## src/rtl/led_pat_pkg.sv

```systemverilog
// Shared types, button code constants and decode helpers for the LED pattern memory game.
package led_pat_pkg;

  typedef enum logic [2:0] {
    ST_IDLE,
    ST_RECORD,
    ST_SHOW_ON,
    ST_SHOW_OFF,
    ST_CHECK,
    ST_PASS,
    ST_FAIL
  } state_t;

  localparam logic [1:0] CODE_IN1 = 2'b01;
  localparam logic [1:0] CODE_IN2 = 2'b10;
  localparam logic [1:0] CODE_IN3 = 2'b11;
  localparam logic [1:0] CODE_IN4 = 2'b00;

  // Map a button code onto the one-hot LED pattern for that button.
  function automatic logic [3:0] code_to_led(input logic [1:0] code);
    case (code)
      CODE_IN1: code_to_led = 4'b0001;
      CODE_IN2: code_to_led = 4'b0010;
      CODE_IN3: code_to_led = 4'b0100;
      default:  code_to_led = 4'b1000;  // CODE_IN4
    endcase
  endfunction

  // Status flags {busy, pass, fail} shown while sitting in a given state.
  function automatic logic [2:0] state_flags(input state_t st);
    case (st)
      ST_RECORD, ST_SHOW_ON, ST_SHOW_OFF, ST_CHECK: state_flags = 3'b100;
      ST_PASS:                                      state_flags = 3'b010;
      ST_FAIL:                                      state_flags = 3'b001;
      default:                                      state_flags = 3'b000;
    endcase
  endfunction

endpackage

```

## src/rtl/pattern_memory_step_timer.sv

```systemverilog
// Loadable down-counter: o_done is high while the count reads 1, and the
// count parks at 0 afterwards instead of wrapping.
module step_timer #(
  parameter int TW = 8
) (
  input  logic          clk,
  input  logic          rst_n,
  input  logic          i_load,
  input  logic [TW-1:0] i_value,
  output logic          o_done
);

  logic [TW-1:0] r_count;

  // Load on request, otherwise count down and stop at zero.
  always_ff @(posedge clk or negedge rst_n) begin
    if (!rst_n) begin
      r_count <= '0;
    end else if (i_load) begin
      r_count <= i_value;
    end else if (r_count != '0) begin
      r_count <= r_count - TW'(1);
    end
  end

  assign o_done = (r_count == TW'(1));

endmodule

```

## src/rtl/pattern_memory.sv

```systemverilog
// Records a sequence of button codes, replays it on the LEDs with timed
// on/off steps, then checks the player's repeat and reports pass or fail.
// DEPTH must be at least 2.
import led_pat_pkg::*;

module pattern_memory #(
  parameter int DEPTH       = 8,
  parameter int SHOW_CYCLES = 25000000,
  parameter int GAP_CYCLES  = 12500000
) (
  input  logic                     clk,
  input  logic                     rst_n,
  input  logic [1:0]               code_in,
  input  logic                     code_valid,
  input  logic                     rec_start,
  input  logic                     rec_stop,
  input  logic                     play_start,
  output logic [3:0]               led,
  output logic                     busy,
  output logic                     pass,
  output logic                     fail,
  output logic [$clog2(DEPTH):0]   seq_len
);

  localparam int IW   = $clog2(DEPTH);
  localparam int LW   = IW + 1;
  localparam int MAXC = (SHOW_CYCLES > GAP_CYCLES) ? SHOW_CYCLES : GAP_CYCLES;
  localparam int TW   = $clog2(MAXC) + 1;

  state_t          r_state;
  logic [IW-1:0]   r_idx;
  logic [LW-1:0]   r_seq_len;
  logic [1:0]      r_mem [DEPTH];
  logic [3:0]      r_led;
  logic            r_busy, r_pass, r_fail;

  logic            w_cmd_stop, w_cmd_play;
  logic            w_wr, w_full_now, w_last;
  logic [LW-1:0]   w_len_after;
  logic [1:0]      w_first_code;
  logic            w_enter_on, w_enter_off;
  logic            w_tmr_load, w_tmr_done;
  logic [TW-1:0]   w_tmr_val;
  logic [IW-1:0]   w_next_idx;
  logic [3:0]      w_show_led;

  // rec_start outranks rec_stop, which outranks play_start.
  assign w_cmd_stop = !rec_start && rec_stop;
  assign w_cmd_play = !rec_start && !rec_stop && play_start;

  // A recorded code is stored this cycle; the length guard keeps writes inside memory.
  assign w_wr        = (r_state == ST_RECORD) && code_valid && !rec_start &&
                       (r_seq_len < LW'(DEPTH));
  assign w_full_now  = w_wr && (r_seq_len == LW'(DEPTH - 1));
  assign w_len_after = w_wr ? r_seq_len + LW'(1) : r_seq_len;
  assign w_last      = ({1'b0, r_idx} == r_seq_len - LW'(1));

  // A play issued in the same cycle as the first write has to show the incoming code.
  assign w_first_code = (r_seq_len == '0) ? code_in : r_mem[0];
  assign w_next_idx   = (r_state == ST_SHOW_OFF) ? r_idx + IW'(1) : '0;
  assign w_show_led   = code_to_led((r_state == ST_RECORD) ? w_first_code : r_mem[w_next_idx]);

  // Decide whether this edge starts a lit playback step.
  always_comb begin
    w_enter_on = 1'b0;
    case (r_state)
      ST_IDLE:          w_enter_on = w_cmd_play && (r_seq_len != '0);
      ST_RECORD:        w_enter_on = w_cmd_play && (w_len_after != '0);
      ST_SHOW_OFF:      w_enter_on = !rec_start && w_tmr_done && !w_last;
      ST_PASS, ST_FAIL: w_enter_on = w_cmd_play;
      default:          w_enter_on = 1'b0;
    endcase
  end

  assign w_enter_off = (r_state == ST_SHOW_ON) && !rec_start && w_tmr_done;
  assign w_tmr_load  = w_enter_on || w_enter_off;
  assign w_tmr_val   = w_enter_on ? TW'(SHOW_CYCLES) : TW'(GAP_CYCLES);

  step_timer #(.TW(TW)) u_step_timer (
    .clk     (clk),
    .rst_n   (rst_n),
    .i_load  (w_tmr_load),
    .i_value (w_tmr_val),
    .o_done  (w_tmr_done)
  );

  // Sequence memory: written only while recording, cleared by reset.
  always_ff @(posedge clk or negedge rst_n) begin
    if (!rst_n) begin
      for (int i = 0; i < DEPTH; i++) r_mem[i] <= 2'b00;
    end else if (w_wr) begin
      r_mem[r_seq_len[IW-1:0]] <= code_in;
    end
  end

  // Game FSM with registered LED and status outputs.
  always_ff @(posedge clk or negedge rst_n) begin
    if (!rst_n) begin
      r_state   <= ST_IDLE;
      r_idx     <= '0;
      r_seq_len <= '0;
      r_led     <= '0;
      r_busy    <= 1'b0;
      r_pass    <= 1'b0;
      r_fail    <= 1'b0;
    end else begin
      r_led <= '0;
      if (w_wr) r_seq_len <= r_seq_len + LW'(1);

      if (rec_start) begin
        r_state                  <= ST_RECORD;
        {r_busy, r_pass, r_fail} <= state_flags(ST_RECORD);
        r_seq_len                <= '0;
        r_idx                    <= '0;
      end else if (w_enter_on) begin
        r_state                  <= ST_SHOW_ON;
        {r_busy, r_pass, r_fail} <= state_flags(ST_SHOW_ON);
        r_idx                    <= w_next_idx;
        r_led                    <= w_show_led;
      end else begin
        case (r_state)
          ST_IDLE: ;
          ST_RECORD: begin
            if (w_wr) r_led <= code_to_led(code_in);
            if (w_cmd_stop || w_cmd_play || w_full_now) begin
              r_state                  <= ST_IDLE;
              {r_busy, r_pass, r_fail} <= state_flags(ST_IDLE);
            end
          end
          ST_SHOW_ON: begin
            if (w_enter_off) begin
              r_state                  <= ST_SHOW_OFF;
              {r_busy, r_pass, r_fail} <= state_flags(ST_SHOW_OFF);
            end else begin
              r_led <= code_to_led(r_mem[r_idx]);
            end
          end
          ST_SHOW_OFF: begin
            // Reaching here with the timer done means the final step has gone dark.
            if (w_tmr_done) begin
              r_state                  <= ST_CHECK;
              {r_busy, r_pass, r_fail} <= state_flags(ST_CHECK);
              r_idx                    <= '0;
            end
          end
          ST_CHECK: begin
            if (code_valid) begin
              r_led <= code_to_led(code_in);
              if (code_in != r_mem[r_idx]) begin
                r_state                  <= ST_FAIL;
                {r_busy, r_pass, r_fail} <= state_flags(ST_FAIL);
              end else if (w_last) begin
                r_state                  <= ST_PASS;
                {r_busy, r_pass, r_fail} <= state_flags(ST_PASS);
              end else begin
                r_idx <= r_idx + IW'(1);
              end
            end
          end
          ST_PASS, ST_FAIL: begin
            if (w_cmd_stop) begin
              r_state                  <= ST_IDLE;
              {r_busy, r_pass, r_fail} <= state_flags(ST_IDLE);
            end
          end
          default: begin
            r_state                  <= ST_IDLE;
            {r_busy, r_pass, r_fail} <= state_flags(ST_IDLE);
          end
        endcase
      end
    end
  end

  assign led     = r_led;
  assign busy    = r_busy;
  assign pass    = r_pass;
  assign fail    = r_fail;
  assign seq_len = r_seq_len;

endmodule

```

## config.mk

```make
export PLATFORM = sky130hd
export DESIGN_NAME = pattern_memory
export DESIGN_NICKNAME = d
export VERILOG_FILES = /design/src/rtl/led_pat_pkg.sv /design/src/rtl/pattern_memory_step_timer.sv /design/src/rtl/pattern_memory.sv
export SDC_FILE = /design/constraint.sdc
export NUM_CORES = 1
export LEC_CHECK = 0
export CAP_MARGIN = 20
export CORE_ASPECT_RATIO = 2
export CORE_MARGIN = 2
export CORE_UTILIZATION = 45
export DETAILED_ROUTE_END_ITERATION = 7
export HOLD_SLACK_MARGIN = 0.03
export SYNTH_ARGS = -nofsm -noshare
export SYNTH_HDL_FRONTEND = slang
export SYNTH_SLANG_ARGS = --single-unit
```

## constraint.sdc

```tcl
create_clock -name clk -period 3.8 [get_ports clk]
set_clock_uncertainty 0.2 [all_clocks]
set_input_delay 0.38 -clock clk [delete_from_list [all_inputs] [get_ports clk]]
set_output_delay 0.38 -clock clk [all_outputs]
set_load 0.05 [all_outputs]
```

==> flow_summary.toml, run 1 <==
[place]
dp_hpwl_um = 7238
io_buffers = 18
place.gp.congestion = 0.8019

[sta]
slew_headroom_pct = 37.97
slew_violations = 0
rsz0062_at_grt = "false"
fin_tns_setup_ps = 0
min_period_over_period_pct = 81.31
post-route-min-period_ps = 3090
max_freq_mhz = 323.6
finalSetupViolations = 0
worst_pin_slew_ps = 930.5
hold_violations = 0
hold_ws_ps = 320.7

[drt]
drtIter0Drc = 137
dr.pass1.iters = 6
dr_total_vias = 2973
routed_wl_um = 9428
ant_nets = 0
route.detailed.drc = 0
vias_per_cell = 5.970
drt-wirelength-per-cell_um = 18.93

[logic_synthesis]
syn_inst = 374
ys_async_sr_fraction_pct = 100.0
synthDistinctLibCells = 64
synth_seq_area_share_pct = 39.99
synth.avg_cell_area_um2 = 9.872
syn_area_mm2 = 0.003692
synth_edf_count = 0
ys_ff_latch = 59
synth_ff_type = "dfrtp_1"
syn_nets = 389
yosysWarningCount = 0

[grt]
grt_pass1_vias = 3074
grt_use_total_pct = 23.01
grt_pass1_wl_um = 15250
gr-total-overflow = 0
grt_max_degree = 41
antenna_found_initial = 0

[clock_network]
ctsResizeCount = 0
clock_path_buffers = 2
cts_root_buf = "clkbuf_16"
htree_levels = 3
cts.clk_slew.worst_paths_ps = 50
clock_latency_ps = 330
hold_buffers = 1
cts_sinks = 59
post_cts_buffers = 0
numCtsBuffers = 9
cts_tree = "built"

[power]
power_density_mw_per_mm2 = 571.6
leakagePower_nw = 1.740
vdd_drop_max_mv = 0.3721

[layout]
nets = 412
area_growth_pct = 17.08
num_antenna_cells = 0
drive_above_1_share_pct = 17.16

[worst_setup_path]
crit_required_ps = 3810
end_kind = "flip-flop"
worstPathArrival_ps = 3100
worst-path-max-fanout = 7
critPathKind = "flip-flop to flip-flop"
startpoint_type = "flip-flop"

[floorplan]
initial_utilization_pct = 46.49
coreArea_mm2 = 0.007943
dieArea_mm2 = 0.008989
die_w_um = 68.05
num_rows = 46
ios = 19
die_y_um = 132.1

[outcome]
status = "complete, no violations"

[worst_hold_path]
hold_class = "flip-flop to flip-flop"

[run]
maxCapViolations = 0
cells by family (layout without fill, tap and decap cells):
group                      after synthesis  in the layout  synth area share, %
and+or+nand+nor                        153            153                22.64
AOI/OAI and AO/OA                       62             62                12.23
DFF                                     59             59                39.99
xor gates and xnor gates                32             32                7.591
muxes                                   32             32                11.72
buffers and inverters                   29             57                3.456
adders and majority gates                7              7                2.372
worst max-delay path, stage by stage (launching register included):
cell and delay, ps:
dfrtp_1 580, mux4_2 560, mux2i_1 350, xnor2_1 240
o21ai_0 120, buf_4 170, a21boi_2 150, o31a_2 320
mux2_2 270
synthesized netlist by cell type (3+ instances only):
master,number,area share (%)
a21oi_1,12,1.6
and2_1,4,0.68
buf_2,3,0.41
clkbuf_1,10,1.0
dfrtp_1,59,40
ha_1,7,2.4
inv_1,11,1.1
mux2_2,20,6.1
mux2i_1,5,1.4
mux4_2,7,4.3
nand2_1,28,2.8
nand2b_1,3,0.51
nand3_1,13,1.8
nand3b_1,3,0.61
nor2_1,38,3.9
nor2b_1,8,1.4
nor3_1,16,2.2
nor3b_1,7,1.4
nor4_1,7,1.2
o21ai_0,14,1.9
o22ai_1,3,0.51
o31a_2,3,0.81
o31ai_1,3,0.61
or3_1,4,0.68
or4_1,6,1.2
xnor2_1,17,4.0
xor2_1,15,3.6
report_power, final:
group | leakage (nW) | switching [mW] | internal [mW]
clock network | 0.159 | 0.279 | 0.608
registers | 0.736 | 0.157 | 0.761
logic | 0.845 | 0.358 | 0.308
sequential cells by signal, indices dropped and copies added (netlist names):
register              cells
busy                      1
fail                      1
led                       4
pass                      1
r_idx                     3
r_mem                    16
r_state                   3
seq_len                   4
u_step_timer.r_count     26
per-layer routing:
| metal | routed length (um) | part of all wire [%] | GRT usage [%] | up-vias |
|---|---|---|---|---|
| li1 | - | - | - | 1413 |
| met1 | 3188 | 34 | 21.40 | 1488 |
| met2 | 5655 | 60 | 43.64 | 53 |
| met3 | 230 | 2.4 | 4.868 | 19 |
| met4 | 354 | 3.8 | 11.44 | 0 |
| met5 | 0 | 0 | 0 | - |
path summary, 6_finish.rpt:
kind / slack (ps) / to / cells past startpoint / startpoint
worst max-delay path: 710 / r_idx[1] / 8 / r_idx[1]
min in group asynchronous: 520 / u_step_timer.r_count[3] / 2 / rst_n
worst min-delay path: 320 / u_step_timer.r_count[19] / 2 / u_step_timer.r_count[19]
worst max register to register: 710 / r_idx[1] / 8 / r_idx[1]
max in group asynchronous: 2050 / led[1] / 3 / rst_n
worst min register to register: 320 / u_step_timer.r_count[19] / 2 / u_step_timer.r_count[19]
area by class of cell:
type,instances,area (um2)
clock buffer,12,256.5
clock inverter,4,72.57
fill,751,3620
inverter,11,41.29
multi-input combinational,286,2088
sequential,59,1476
tap,96,120.1
timing repair buffer,30,267.8
per-stage QoR:
stage / area [um2] / instances / power, mW / setup WS (ps) / util, %
after floorplan: 3692 / 374 / 1.394 / 675.3 / -
after global placement: 3984 / 481 / 1.576 / 686.4 / 50.16
after detailed placement: 3984 / 481 / 1.594 / 636.2 / 50.16
after CTS: 4323 / 498 / 2.496 / 696.8 / 54.43
after global routing: 4323 / 498 / 2.611 / 557.2 / 54.43
final: 4323 / 498 / 2.471 / 710.1 / 54.43
cell usage in the layout (no fill, tap or decap), types with 9 or more instances in the layout:
cell type	count
a21oi_1	12
buf_4	11
clkbuf_16	9
clkdlybuf4s50_1	17
dfrtp_1	59
inv_1	11
mux2_2	20
nand2_1	28
nand3_1	13
nor2_1	38
nor3_1	16
o21ai_0	14
xnor2_1	17
xor2_1	15
No activity file was read; power rests on OpenSTA's default activity.
==> run 2, diff against run 1 <==
==> constraint.sdc (replaced) <==
create_clock -name clk -period 3.2 [get_ports clk]
set_clock_uncertainty 0.2 [all_clocks]
set_input_delay 0.32 -clock clk [delete_from_list [all_inputs] [get_ports clk]]
set_output_delay 0.32 -clock clk [all_outputs]
set_load 0.05 [all_outputs]
==> run 2 against run 1 <==
- cell count grew 2.2%
- wire length grew 1.7%
- largest cell class unchanged
- setup slack lost 590 ps
- hold slack lost 100 ps
- die area is the same
- sequential share of layout area shrank 0.97 points
- flip-flop and latch count is the same
- total power grew 24%
- global-route usage grew 0.11 points
==> flow_summary.toml, run 2 (synthesized netlist as in run 1, its figures left out) <==
[outcome]
status = "complete, no violations"

[sta]
finalSetupViolations = 0
hold_violations = 0
slew_headroom_pct = 56.84
min_period_over_period_pct = 96.39
fin_tns_setup_ps = 0
max_freq_mhz = 324.2
rsz0062_at_grt = "false"
slew_violations = 0
worst_pin_slew_ps = 645.9
post-route-min-period_ps = 3085

[layout]
num_antenna_cells = 0
drive_above_1_share_pct = 19.61
layout_commonest_cell = "dfrtp_1"
largest_registers = "u_step_timer.r_count x26, r_mem x16"
area_growth_pct = 20.50
stdcell_count = 509
nets = 423
final_cell_mix = "59 x dfrtp_1, 38 x nor2_1, 28 x nand2_1, 22 x buf_4, 20 x mux2_2"
regMostFlops = "u_step_timer.r_count"
largest_reg_flops = 26

[grt]
grt_pass1_vias = 3062
grt_use_total_pct = 23.11
antenna_found_initial = 0
use_met2_pct = 43.47
grt.met1_usage_pct = 22.46
busiest_layer = "met2"
grt_max_degree = 29
gr-total-overflow = 0
grt_use_met3_pct = 4.014
grt_pass1_wl_um = 15290

[floorplan]
die_w_um = 68.05
num_rows = 46
dieArea_mm2 = 0.008989
initial_utilization_pct = 46.49
ios = 19
coreArea_mm2 = 0.007943
die_y_um = 132.1

[place]
io_buffers = 18
dp_hpwl_um = 7467
place.gp.congestion = 0.9176
dp_cells = 492

[worst_hold_path]
hold_class = "input pin to asynchronous set/reset pin"

[worst_setup_path]
worst-path-max-fanout = 4
critPathKind = "flip-flop to flip-flop"
path_delay_family = "simple AND/OR/NAND/NOR gates"
end_kind = "flip-flop"
crit_required_ps = 3210
slowest_delay_ps = 580
cp_cell_sequence = "or4_4 > or4b_4 > o41ai_4 > nand4_1 > a21boi_2 > o31a_2 > mux2_2"
crit_slowest_cell = "or4_4"
worstPathArrival_ps = 3090
critPathBufInv = 0
startpoint_type = "flip-flop"

[clock_network]
clock_path_buffers = 2
numCtsBuffers = 9
cts_sinks = 59
clock_latency_ps = 330
htree_levels = 3
post_cts_buffers = 0
cts_root_buf = "clkbuf_16"
cts_tree = "built"
cts.clk_slew.worst_paths_ps = 60

[drt]
route.detailed.drc = 0
dr_total_vias = 2972
dr.pass1.iters = 4
routed_wl_um = 9591
vias_per_cell = 5.839
ant_nets = 0
drt-wirelength-per-cell_um = 18.84
drtIter0Drc = 153

[power]
leakagePower_nw = 1.818
vdd_drop_max_mv = 0.5059
power_density_mw_per_mm2 = 687.8

[run]
maxCapViolations = 0
[run 2: final cells by class]
type / count / area (um2)
well taps: 96 / 120.1
multi-input cells: 286 / 2100
repair buffers: 41 / 350.3
clock buffers: 12 / 266.5
flip-flops and latches: 59 / 1476
fillers: 747 / 3493
inverters: 11 / 41.29
clock inverters: 4 / 95.09
[run 2: through the flow]
stage / instance area [um2] / setup slack, ps / hold WS [ps] / utilization [%] / total power, mW
finish: 4449 / 115.5 / 221.1 / 56.02 / 3.060
global route: 4449 / 8.015 / 262.7 / 56.02 / 3.215
CTS: 4438 / 96.28 / 224.4 / 55.88 / 3.087
detailed placement: 4066 / 40.26 / 36.42 / 51.20 / 1.913
global placement: 4066 / 88.79 / 36.01 / 51.20 / 1.895
floorplan: 3692 / 75.34 / -175.6 / - / 1.655
[run 2: metal layers]
layer	up-vias	share of wire, %
met5	-	0
met4	0	4.2
met3	24	2.0
met2	53	59
met1	1464	35
li1	1431	-
[run 2: final timing paths]
kind / depth (start not counted) / slack (ps) / from / end
min in group clk: 1 / 320 / busy / busy
max in group asynchronous: 3 / 1890 / rst_n / r_mem[2]
hold reg to reg: 1 / 320 / busy / busy
setup reg to reg: 7 / 120 / u_step_timer.r_count[14] / r_idx[1]
hold / removal: 2 / 220 / rst_n / u_step_timer.r_count[7]
setup / recovery: 7 / 120 / u_step_timer.r_count[14] / r_idx[1]
[run 2: report_power, final]
part           switching (mW)  internal, mW
sequential              0.166         0.904
combinational           0.453         0.385
clock                   0.330         0.822
[run 2: repair_timing]
action / in CTS / in global routing
hold buffers: 1 / 0
endpoints found under the setup margin: 0 / 2
endpoints found under the hold margin: 12 / 0
gates resized for setup: 0 / 1
[run 2: worst register-to-register path: cells and delay by family (launching register included)]
kind / cells / cell delay [ps]
flops: 1 / 420
mux: 1 / 330
compound gates: 3 / 710
simple gates: 3 / 1300
==> run 3, diff against run 2 <==
--- a/config.mk
+++ b/config.mk
@@ -11,6 +11,7 @@
 export CORE_UTILIZATION = 45
 export DETAILED_ROUTE_END_ITERATION = 7
 export HOLD_SLACK_MARGIN = 0.03
+export SETUP_SLACK_MARGIN = 0.15
 export SYNTH_ARGS = -nofsm -noshare
 export SYNTH_HDL_FRONTEND = slang
 export SYNTH_SLANG_ARGS = --single-unit
==> run 3 against run 2 <==
- critical path type unchanged
- clock power down 17%
- combinational power up 0.6%
- die area unchanged
- first-iteration DRC count up 5.2%
- count of clock-buffer cells in the layout up 1
==> flow_summary.toml, run 3 (synthesized netlist as in run 1, its figures left out) <==
[drt]
drt-met1-wl_um = 3394
drt-wirelength-per-cell_um = 18.63
ant_nets = 0
route.detailed.drc = 0
drtIter0Drc = 161
vias_per_cell = 5.848
dr_total_vias = 3006
dr_wl_met3_um = 239
highest_layer = "met4"
wl_met2_um = 5438
dr.pass1.iters = 4
routed_wl_um = 9577

[sta]
max_freq_mhz = 334.9
min_period_over_period_pct = 93.30
hold_violations = 0
finalSetupViolations = 0
post-route-min-period_ps = 2986
slew_headroom_pct = 52.09
rsz0062_at_grt = "true"
slew_violations = 0
worst_pin_slew_ps = 717.1
fin_ws_ps = 214.3

[layout]
drive_above_1_share_pct = 21.77
layout_commonest_cell = "dfrtp_1"
largest_reg_flops = 26
regMostFlops = "u_step_timer.r_count"
fill_cells = 706
nets = 429
largest_registers = "u_step_timer.r_count x26, r_mem x16"
multiInputGateArea_mm2 = 0.002123
area_growth_pct = 20.64
final_cell_mix = "57 x dfrtp_1, 37 x nor2_1, 28 x nand2_1, 28 x buf_4, 20 x mux2_2"
num_antenna_cells = 0
seqCellArea_mm2 = 0.001479

[worst_setup_path]
r2r_slack_ps = 210
r2r-end = "r_idx[1]"
worstPathArrival_ps = 3000
crit_required_ps = 3210
critPathKind = "flip-flop to flip-flop"
startpoint_type = "flip-flop"
reg2reg_from = "u_step_timer.r_count[14]"
worst-path-max-fanout = 4
critPathLaunch = "u_step_timer.r_count[14]"
end_kind = "flip-flop"
reg2reg_depth = 7

[power]
power_mw = 2.872
power_density_mw_per_mm2 = 644.9
vdd_drop_max_mv = 0.3643
leakagePower_nw = 1.814

[grt]
grt_pass1_wl_um = 15480
grt_use_total_pct = 23.62
grt_max_degree = 27
gr-total-overflow = 0
grt_pass1_vias = 3135
antenna_found_initial = 0

[run]
maxCapViolations = 0

[floorplan]
num_rows = 46
dieArea_mm2 = 0.008989
die_y_um = 132.1
die_w_um = 68.05
initial_utilization_pct = 46.49
ios = 19
coreArea_mm2 = 0.007943

[clock_network]
cts_sinks = 59
cts_tree = "built"
numCtsBuffers = 9
cts.clk_slew.worst_paths_ps = 50
clock_latency_ps = 330
clock_path_buffers = 2
htree_levels = 3
cts_root_buf = "clkbuf_16"

[worst_hold_path]
hold_class = "input pin to asynchronous set/reset pin"

[place]
pre_cts_ws_ps = -13.71
dp_hpwl_um = 7336
place.gp.congestion = 0.8975
io_buffers = 18

[outcome]
status = "complete, no violations"
run 3: cell types whose count changed in the layout (fill, tap and decap cells not counted), sizes merged:
cell	change
buf	+6
bufinv	-2
clkbuf	+1
run 3: layer usage:
| metal | vias up | GRT usage (%) |
|---|---|---|
| met4 | 0 | 13.89 |
| met3 | 31 | 4.953 |
| met5 | - | 0 |
| met1 | 1455 | 22.93 |
| li1 | 1453 | - |
| met2 | 67 | 42.83 |
run 3: layout make-up:
type	instances	share of cell area [%]
multi-input cells	286	47.67
inverters	11	0.9270
clock buffers	13	5.843
clock inverters	2	0.7865
well taps	96	2.697
flip-flops and latches	59	33.20
repair buffers	47	8.876
run 3: stage by stage:
| step | utilization [%] | hold WS (ps) | area [um2] | setup TNS (ps) | cells |
|---|---|---|---|---|---|
| global placement | 51.59 | 144.4 | 4098 | 0 | 496 |
| CTS | 55.67 | 323.3 | 4422 | 0 | 513 |
| detailed placement | 51.59 | 150.8 | 4098 | -26.27 | 496 |
| global route | 56.08 | 340.5 | 4454 | 0 | 514 |
| floorplan | - | -175.6 | 3694 | 0 | 374 |
| finish | 56.08 | 319.8 | 4454 | 0 | 514 |
run 3: critical path, stage by stage, from the launching register on:
cell,delay (ps)
dfrtp_1,420
or4_4,570
or4b_4,560
o41ai_4,250
nand4_1,160
a21boi_2,200
o31a_2,180
mux2_2,330
run 3: worst max path at each step:
stage                               endpoint  slack [ps]  cells after the start
CTS                                 r_idx[1]         160                      7
detailed placement  u_step_timer.r_count[20]         -10                      9
global placement    u_step_timer.r_count[20]          60                      9
floorplan                           r_idx[0]         210                     10
global route                        r_idx[0]         140                      7
finish                              r_idx[1]         210                      7
run 3: power by group:
part	internal [mW]	switching, mW	leakage (nW)
sequential	0.905	0.167	0.733
combinational	0.388	0.454	0.935
clock	0.638	0.320	0.146
total	1.93	0.941	1.81
run 3: timing repair:
| item | 4_1_cts | 5_1_grt |
|---|---|---|
| pin swaps | 1 | 2 |
| endpoints found under the hold margin | 22 | 0 |
| setup endpoints to repair | 2 | 23 |
| resized for setup | 1 | 7 |
| hold buffers | 1 | 0 |
| setup buffers | 1 | 1 |
